--- config.mk ---
export PLATFORM = sky130hd
export DESIGN_NAME = fp_arbiter
export DESIGN_NICKNAME = d
export VERILOG_FILES = /design/src/rtl/fp_arbiter.sv
export SDC_FILE = /design/constraint.sdc
export NUM_CORES = 1
export LEC_CHECK = 0
export ABC_AREA = 1
export BUFFER_PORTS_ARGS = -buffer_cell sky130_fd_sc_hd__buf_2
export CORE_AREA = 2 2 163 165
export DETAILED_ROUTE_END_ITERATION = 8
export DIE_AREA = 0 0 165 167
export GPL_TIMING_DRIVEN = 0
export HOLD_SLACK_MARGIN = 0.08
export SLEW_MARGIN = 40
export SYNTH_ARGS = -nofsm -noshare
export SYNTH_HDL_FRONTEND = slang
export SYNTH_SLANG_ARGS = --single-unit
--- constraint.sdc ---
create_clock -name clock -period 8.4 [get_ports clock]
set_input_delay 0.84 -clock clock [delete_from_list [all_inputs] [get_ports clock]]
set_output_delay 0.84 -clock clock [all_outputs]
set_load 0.05 [all_outputs]
--- src/rtl/fp_arbiter.sv ---
`default_nettype none
// +--------------------------------------------------------------------------+
// | fp_arbiter: round-robin sharing of one fp_unit between NREQ requesters,  |
// | one operation in flight, with timeout and a valid/ready response buffer. |
// | Revision: 1.0                                                            |
// +--------------------------------------------------------------------------+
module fp_arbiter #(
  parameter int NREQ    = 2,
  parameter int TIMEOUT = 255
) (
  input  logic                 clock,
  input  logic                 reset,
  input  logic [NREQ-1:0]      req_valid,
  output logic [NREQ-1:0]      req_ready,
  input  logic [NREQ*32-1:0]   req_data1,
  input  logic [NREQ*32-1:0]   req_data2,
  input  logic [NREQ*32-1:0]   req_data3,
  input  logic [NREQ*3-1:0]    req_rm,
  input  logic [NREQ*10-1:0]   req_opcode,
  input  logic [NREQ*2-1:0]    req_cvt_op,
  output logic [31:0]          fpu_data1,
  output logic [31:0]          fpu_data2,
  output logic [31:0]          fpu_data3,
  output logic [2:0]           fpu_rm,
  output logic [9:0]           fpu_opcode,
  output logic [1:0]           fpu_cvt_op,
  output logic                 fpu_enable,
  input  logic [31:0]          fpu_result,
  input  logic [4:0]           fpu_flags,
  input  logic                 fpu_ready,
  output logic [NREQ-1:0]      rsp_valid,
  input  logic [NREQ-1:0]      rsp_ready,
  output logic [31:0]          rsp_result,
  output logic [4:0]           rsp_flags,
  output logic                 rsp_timeout,
  output logic                 busy
);

  localparam int PW = (NREQ > 1) ? $clog2(NREQ) : 1;

  localparam logic [1:0] c_idle  = 2'd0;
  localparam logic [1:0] c_issue = 2'd1;
  localparam logic [1:0] c_wait  = 2'd2;
  localparam logic [1:0] c_resp  = 2'd3;

  localparam logic [31:0] c_qnan     = 32'h7FC0_0000;
  localparam logic [4:0]  c_flags_nv = 5'b10000;

  logic [1:0]      r_state;
  logic [PW-1:0]   r_ptr;
  logic [PW-1:0]   r_gid;
  logic [15:0]     r_cnt;

  logic [31:0]     w_d1  [NREQ];
  logic [31:0]     w_d2  [NREQ];
  logic [31:0]     w_d3  [NREQ];
  logic [2:0]      w_rm  [NREQ];
  logic [9:0]      w_op  [NREQ];
  logic [1:0]      w_cvt [NREQ];

  logic            w_found;
  logic [PW-1:0]   w_gnt_idx;
  logic [NREQ-1:0] w_gnt_oh;
  logic [NREQ-1:0] w_gid_oh;
  logic            w_accept;
  logic [9:0]      w_sel_op;
  logic            w_op_legal;
  logic [PW-1:0]   w_ptr_next;
  logic [16:0]     w_cnt_next;

  generate
    for (genvar gi = 0; gi < NREQ; gi++) begin : g_unpack
      assign w_d1[gi]  = req_data1[32*gi +: 32];
      assign w_d2[gi]  = req_data2[32*gi +: 32];
      assign w_d3[gi]  = req_data3[32*gi +: 32];
      assign w_rm[gi]  = req_rm[3*gi +: 3];
      assign w_op[gi]  = req_opcode[10*gi +: 10];
      assign w_cvt[gi] = req_cvt_op[2*gi +: 2];
    end
  endgenerate

  // First valid requester at or after ptr, wrapping around.
  always_comb begin
    w_found   = 1'b0;
    w_gnt_idx = '0;
    for (int k = 0; k < NREQ; k++) begin
      if (!w_found && req_valid[(int'(r_ptr) + k) % NREQ]) begin
        w_found   = 1'b1;
        w_gnt_idx = PW'((int'(r_ptr) + k) % NREQ);
      end
    end
  end

  assign w_gnt_oh  = w_found ? (NREQ'(1) << w_gnt_idx) : '0;
  assign req_ready = (r_state == c_idle && !reset) ? w_gnt_oh : '0;
  assign w_accept  = |(req_valid & req_ready);
  assign w_gid_oh  = NREQ'(1) << r_gid;

  assign w_sel_op   = w_op[w_gnt_idx];
  assign w_op_legal = (w_sel_op != 10'd0) &&
                      ((w_sel_op & (w_sel_op - 10'd1)) == 10'd0) &&
                      !w_sel_op[7];

  assign w_ptr_next = (w_gnt_idx == PW'(NREQ - 1)) ? '0 : w_gnt_idx + PW'(1);
  assign w_cnt_next = {1'b0, r_cnt} + 17'd1;

  always_ff @(posedge clock or posedge reset) begin
    if (reset) begin
      r_state     <= c_idle;
      r_ptr       <= '0;
      r_gid       <= '0;
      r_cnt       <= '0;
      fpu_data1   <= '0;
      fpu_data2   <= '0;
      fpu_data3   <= '0;
      fpu_rm      <= '0;
      fpu_opcode  <= '0;
      fpu_cvt_op  <= '0;
      fpu_enable  <= 1'b0;
      rsp_valid   <= '0;
      rsp_result  <= '0;
      rsp_flags   <= '0;
      rsp_timeout <= 1'b0;
      busy        <= 1'b0;
    end else begin
      case (r_state)
        c_idle: begin
          if (w_accept) begin
            r_gid <= w_gnt_idx;
            r_ptr <= w_ptr_next;
            busy  <= 1'b1;
            if (w_op_legal) begin
              fpu_data1  <= w_d1[w_gnt_idx];
              fpu_data2  <= w_d2[w_gnt_idx];
              fpu_data3  <= w_d3[w_gnt_idx];
              fpu_rm     <= w_rm[w_gnt_idx];
              fpu_opcode <= w_sel_op;
              fpu_cvt_op <= w_cvt[w_gnt_idx];
              fpu_enable <= 1'b1;
              r_state    <= c_issue;
            end else begin
              // Malformed opcode never reaches the unit; answer as invalid.
              rsp_valid   <= w_gnt_oh;
              rsp_result  <= '0;
              rsp_flags   <= c_flags_nv;
              rsp_timeout <= 1'b0;
              r_state     <= c_resp;
            end
          end
        end
        c_issue: begin
          fpu_enable <= 1'b0;
          r_cnt      <= '0;
          r_state    <= c_wait;
        end
        c_wait: begin
          if (fpu_ready) begin
            rsp_valid   <= w_gid_oh;
            rsp_result  <= fpu_result;
            rsp_flags   <= fpu_flags;
            rsp_timeout <= 1'b0;
            r_state     <= c_resp;
          end else if (w_cnt_next == 17'(TIMEOUT)) begin
            rsp_valid   <= w_gid_oh;
            rsp_result  <= c_qnan;
            rsp_flags   <= c_flags_nv;
            rsp_timeout <= 1'b1;
            r_state     <= c_resp;
          end else begin
            r_cnt <= w_cnt_next[15:0];
          end
        end
        c_resp: begin
          if (rsp_ready[r_gid]) begin
            rsp_valid <= '0;
            busy      <= 1'b0;
            r_state   <= c_idle;
          end
        end
        default: begin
          r_state <= c_idle;
        end
      endcase
    end
  end

endmodule
`default_nettype wire
# Word-level counts from Yosys, hierarchy flattened
# Cells that the tools add are included.
# classes
add_sub_neg	4
order_cmp	4
n_eq_ne	11
shifts	2
muxes	67
bitwise_logic	4
n_reduce_logical	24
# ops
op	n
32-bit two-way mux	13
32-bit one-hot mux with 2 select lines	1
16-bit two-way mux	2
16-bit one-hot mux with 2 select lines	1
10-bit two-way mux	3
2-bit two-way mux	14
1-bit two-way mux	20
5-bit two-way mux	4
16-bit by 1-bit adder with 17-bit output (second input constant)	1
17-bit by 8-bit equality test with 1-bit output (second input constant)	1
3-bit AND reduction	5
2-bit != test (second input constant)	6
10-bit bitwise AND	1
10-bit logical NOT	1
5-bit one-hot mux with 2 select lines	1
10-bit nonzero test	1
10-bit by 1-bit subtractor with 10-bit output (second input constant)	1
3-bit two-way mux	3
2-bit one-hot mux with 4 select lines	1
2-bit nonzero test	4
1-bit one-hot mux with 2 select lines	3
2-bit one-hot mux with 3 select lines	1
5-bit AND reduction	1
2-bit equality test (second input constant)	2
17 further kinds	25
# word_totals
regBits	173
out_inout_bits	155

# Logic depth before layout (Yosys ltp)
# depth
word_depth	19
mapped_depth	18
ltp_nobuf	16

# Least setup slack after synthesis
# No wires, ideal clock.
# synth_timing
path_kind	input to register
from	input req_valid[0]
to	register rsp_flags[0]
arrival_time_ps	3323
slack_ps	5011
stages	11
path_buffers	2
path_cell_list	nand2_1 -> nand2_1 -> nor3_1 -> nor2_1 -> nand2_1 -> o21ai_0 -> inv_1 -> buf_2 -> clkbuf_1 -> nand4_1 -> nand2_1
# synth_lines
element	line	text
start: declaration	13	input logic [NREQ-1:0] req_valid,
1-bit two-way mux (not written as such) (2 in a row)	87	if (!w_found && req_valid[(int'(r_ptr) + k) % NREQ]) begin
1-bit two-way mux	87	
1-bit logical NOT	87	
1-bit logical AND	87	
1-bit two-way mux	87	
1-bit by 1-bit left shift with 2-bit output	94	assign w_gnt_oh = w_found ? (NREQ'(1) << w_gnt_idx) : '0;
2-bit two-way mux (*)	94	
2-bit two-way mux (*)	95	assign req_ready = (r_state == c_idle && !reset) ? w_gnt_oh : '0;
net req_ready[1]	14	output logic [NREQ-1:0] req_ready,
2-bit bitwise AND (*)	96	assign w_accept = |(req_valid & req_ready);
2-bit OR reduction (*)	96	
2-bit != test (no line) (*)	-	
4-bit AND reduction (no line) (*)	-	
end signal: assignment	145	rsp_flags <= c_flags_nv;
end signal: assignment	160	rsp_flags <= fpu_flags;
end signal: assignment	166	rsp_flags <= c_flags_nv;
end: declaration	34	output logic [4:0] rsp_flags,
# The timed path passes the listed nets; every way through them passes the cells marked *. The select of a mux whose other input is x is not followed.
# A chain may end at the register's enable or synchronous reset.

# Worst setup path after layout
# layout_timing
from	register r_state[0]
to	output req_ready[0]
# layout_between
elab_chain_cells	3
# layout_rtl
element	line	text
start: declaration	49	logic [1:0] r_state;
start signal: assignment	109	r_state <= c_idle;
start signal: assignment	140	r_state <= c_issue;
start signal: assignment	147	r_state <= c_resp;
2-bit logical NOT	95	
1-bit logical AND	95	
2-bit two-way mux	95	
end: declaration	14	
# No other way between the ends.

==> results.py <==
metrics = {
    "final_layout": {
        "final_area_sq_um": 12300,
        "final_core_util_pct": 47.8,
        "fin_cells": 2113,
        "nNetsFinal": 2032,
        "drive_gt1_share_pct": 28.3,
        "syn_to_final_growth_pct": 34.8,
    },
    "timing": {
        "worst_slew_pin_slew_ps": 801,
        "setup_tns_ps": 0,
        "relSlewSlack_pct": 46.6,
        "setup_ws_ps": 5470,
        "finalCritPeriodShare_pct": 34.9,
        "rsz0062_at_grt": "no",
        "setup_viol": 0,
        "drv_slew": 0,
        "timing.hold.ws_ps": 440,
        "fin_crit_ps": 2930,
        "fin_skew_ps": 10.3,
        "hold_viol": 0,
        "fmax_mhz": 341,
    },
    "detailed_routing": {
        "viasPerCell": 4.63,
        "antenna_left": 0,
        "drc": 0,
        "postRouteWirelength_microns": 32400,
        "vias": 9787,
        "wl_per_cell_microns": 15.3,
        "dr.first_iter.drc_count": 633,
        "firstDrtPassIters": 5,
    },
    "min_path": {
        "hp-class": "in2async",
    },
    "yosys": {
        "async_flop_share_pct": 100,
        "synth_enable_flop_cells": 0,
        "ys_warn_count": 0,
        "ys_ff_latch": 173,
        "synth-simple-area-share_pct": 40.1,
        "synth_xor_xnor_area_share_pct": 0.288,
        "synth_nets": 1591,
        "synth.mux.area_fraction_pct": 0,
        "synth_top_family_by_area": "simple AND/OR/NAND/NOR gates",
        "syn_area_per_cell_sq_um": 6.92,
        "yosys_most_used_dff": "dfrtp_1",
        "synth-compound-area-share_pct": 3.47,
        "synth_cell_types": 28,
        "synth_cells": 1319,
        "syn_area_sq_um": 9130,
        "ys_seq_area_share_pct": 47.4,
        "synthAdderAreaFrac_pct": 0.822,
    },
    "clock_network": {
        "path_clk_slew_ps": 70,
        "clockRootBuffer": "clkbuf_16",
        "insertion_delay_ps": 420,
        "cts_num_sinks": 173,
        "cts.repair.resized": 0,
        "ctsLongestPathBuffers": 2,
        "hold_buffers": 0,
        "cts_buffers": 17,
        "h-tree-depth": 4,
        "cts_tree": "built",
        "cts_setup_buffers": 0,
    },
    "die": {
        "die_h_microns": 167,
        "io-pin-count": 421,
        "fp.dieArea_sq_um": 27600,
        "core_sq_um": 25800,
        "die_x_microns": 165,
        "start_util_pct": 35.4,
        "num_rows": 59,
    },
    "run": {
        "cap_violations": 0,
    },
    "placed_design": {
        "dpl-instance-area_sq_um": 11700,
        "port_buffers": 420,
        "gp_congestion": 0.899,
        "dp_slack_ps": 5240,
        "place_inst": 2076,
        "post-dp-hpwl_microns": 25200,
    },
    "worst_setup_path": {
        "end_kind": "primary output",
        "required_ps": 7560,
        "crit_type": "reg2out",
        "arrival_ps": 2090,
        "crit_fanout": 9,
        "cp-start-kind": "flip-flop",
    },
    "global_route": {
        "grt_overflow": 0,
        "grt_max_degree": 65,
        "grt_pass1_wl_microns": 49300,
        "grt_usage_pct": 23.1,
        "grt_antenna_before_repair": 7,
        "grt_pass1_vias": 9236,
    },
    "power": {
        "power_mw": 3.07,
        "power_density_nw_per_um2": 249,
        "peakVddDrop_uv": 183,
        "leakagePower_nw": 7.70,
    },
    "run_status": {
        "status": "finished, final reports clean",
    },
}
[worst max-delay path, cell delays in order, from the launching register on]
cell and delay [ps]:
dfrtp_1 400, inv_1 100, ha_1 150, buf_2 200
inv_1 80, nor3_1 390, buf_2 350
[layout by cell type (no fill, tap or decap), types with 2 or more instances in the layout]
master,count
o21bai_1,3
dfrtp_1,173
o22ai_1,14
clkbuf_1,32
a21oi_1,12
nand2_1,777
nand4_1,45
clkinvlp_4,4
xor2_1,3
ha_1,6
clkbuf_8,3
o21ai_0,21
nor2_2,3
buf_6,13
buf_1,6
nand3_2,5
nand3_1,22
nand2_2,2
nor3_1,4
diode_2,6
nor2_1,56
inv_1,88
buf_2,437
buf_16,2
clkbuf_16,17
or2_2,3
inv_6,4
o21ai_1,5
and2_1,2
[flip-flops by register name, indices dropped and copies added (netlist names)]
name and count:
r_state 2, r_ptr 1, fpu_cvt_op 2, fpu_enable 1, fpu_data2 32, fpu_data3 32
fpu_data1 32, rsp_flags 5, fpu_opcode 10, rsp_timeout 1, busy 1, r_cnt 16
fpu_rm 3, rsp_result 32, rsp_valid 2, r_gid 1
[cells by family after synthesis]
family                     count (synthesis)
adders and majority gates                  6
DFF                                      173
buffers and inverters                    160
xor gates and xnor gates                   3
AOI/OAI and AO/OA                         57
and+or+nand+nor                          920
[final timing paths]
| check | cells past startpoint | start | slack (ps) | to |
|---|---|---|---|---|
| setup / recovery | 6 | r_state[0] | 5470 | req_ready[0] |
| hold / removal | 2 | reset | 440 | r_ptr |
| setup reg to reg | 13 | r_state[0] | 5620 | rsp_result[5] |
| hold reg to reg | 2 | rsp_flags[2] | 460 | rsp_flags[2] |
| max in group asynchronous | 3 | reset | 7310 | fpu_data2[26] |
| min in group clock | 2 | rsp_flags[2] | 460 | rsp_flags[2] |
[layout make-up]
type,count,area [sq um]
buffer,70,387
tap,335,419
antenna,6,15.0
fill,2754,13500
timing repair buffer,422,2160
sequential,173,4330
clock buffer,20,467
inverter,90,345
clock inverter,11,109
multi-input combinational,986,4080
[layer usage]
| metal | global-route usage, % | vias up | routed length [microns] |
|---|---|---|---|
| met2 | 39.6 | 314 | 15900 |
| met3 | 5.40 | 37 | 2050 |
| met4 | 6.84 | 2 | 663 |
| met5 | 0 | - | 16 |
| li1 | - | 4927 | - |
| met1 | 28.7 | 4507 | 13700 |
[cell usage after synthesis, types with 2 or more instances]
cell,number,area (sq um)
a21oi_1,12,60.1
and2_1,2,12.5
buf_1,6,22.5
buf_2,17,85.1
buf_6,13,146
clkbuf_1,33,124
dfrtp_1,173,4330
ha_1,6,75.1
inv_1,89,334
nand2_1,777,2920
nand2_2,2,12.5
nand3_1,22,110
nand3_2,5,50.1
nand4_1,45,282
nor2_1,56,210
nor2_2,3,18.8
nor3_1,4,20.0
o21ai_0,21,105
o21ai_1,5,25.0
o21bai_1,3,22.5
o22ai_1,14,87.6
or2_2,3,18.8
xor2_1,3,26.3
[report_power, final]
group | switching (mW) | internal [mW] | leakage, nW
registers | 0.0691 | 0.950 | 2.38
clock network | 0.353 | 0.435 | 0.272
logic | 0.923 | 0.335 | 5.05
total | 1.35 | 1.72 | 7.70
Power figures use the tool's default switching activity.
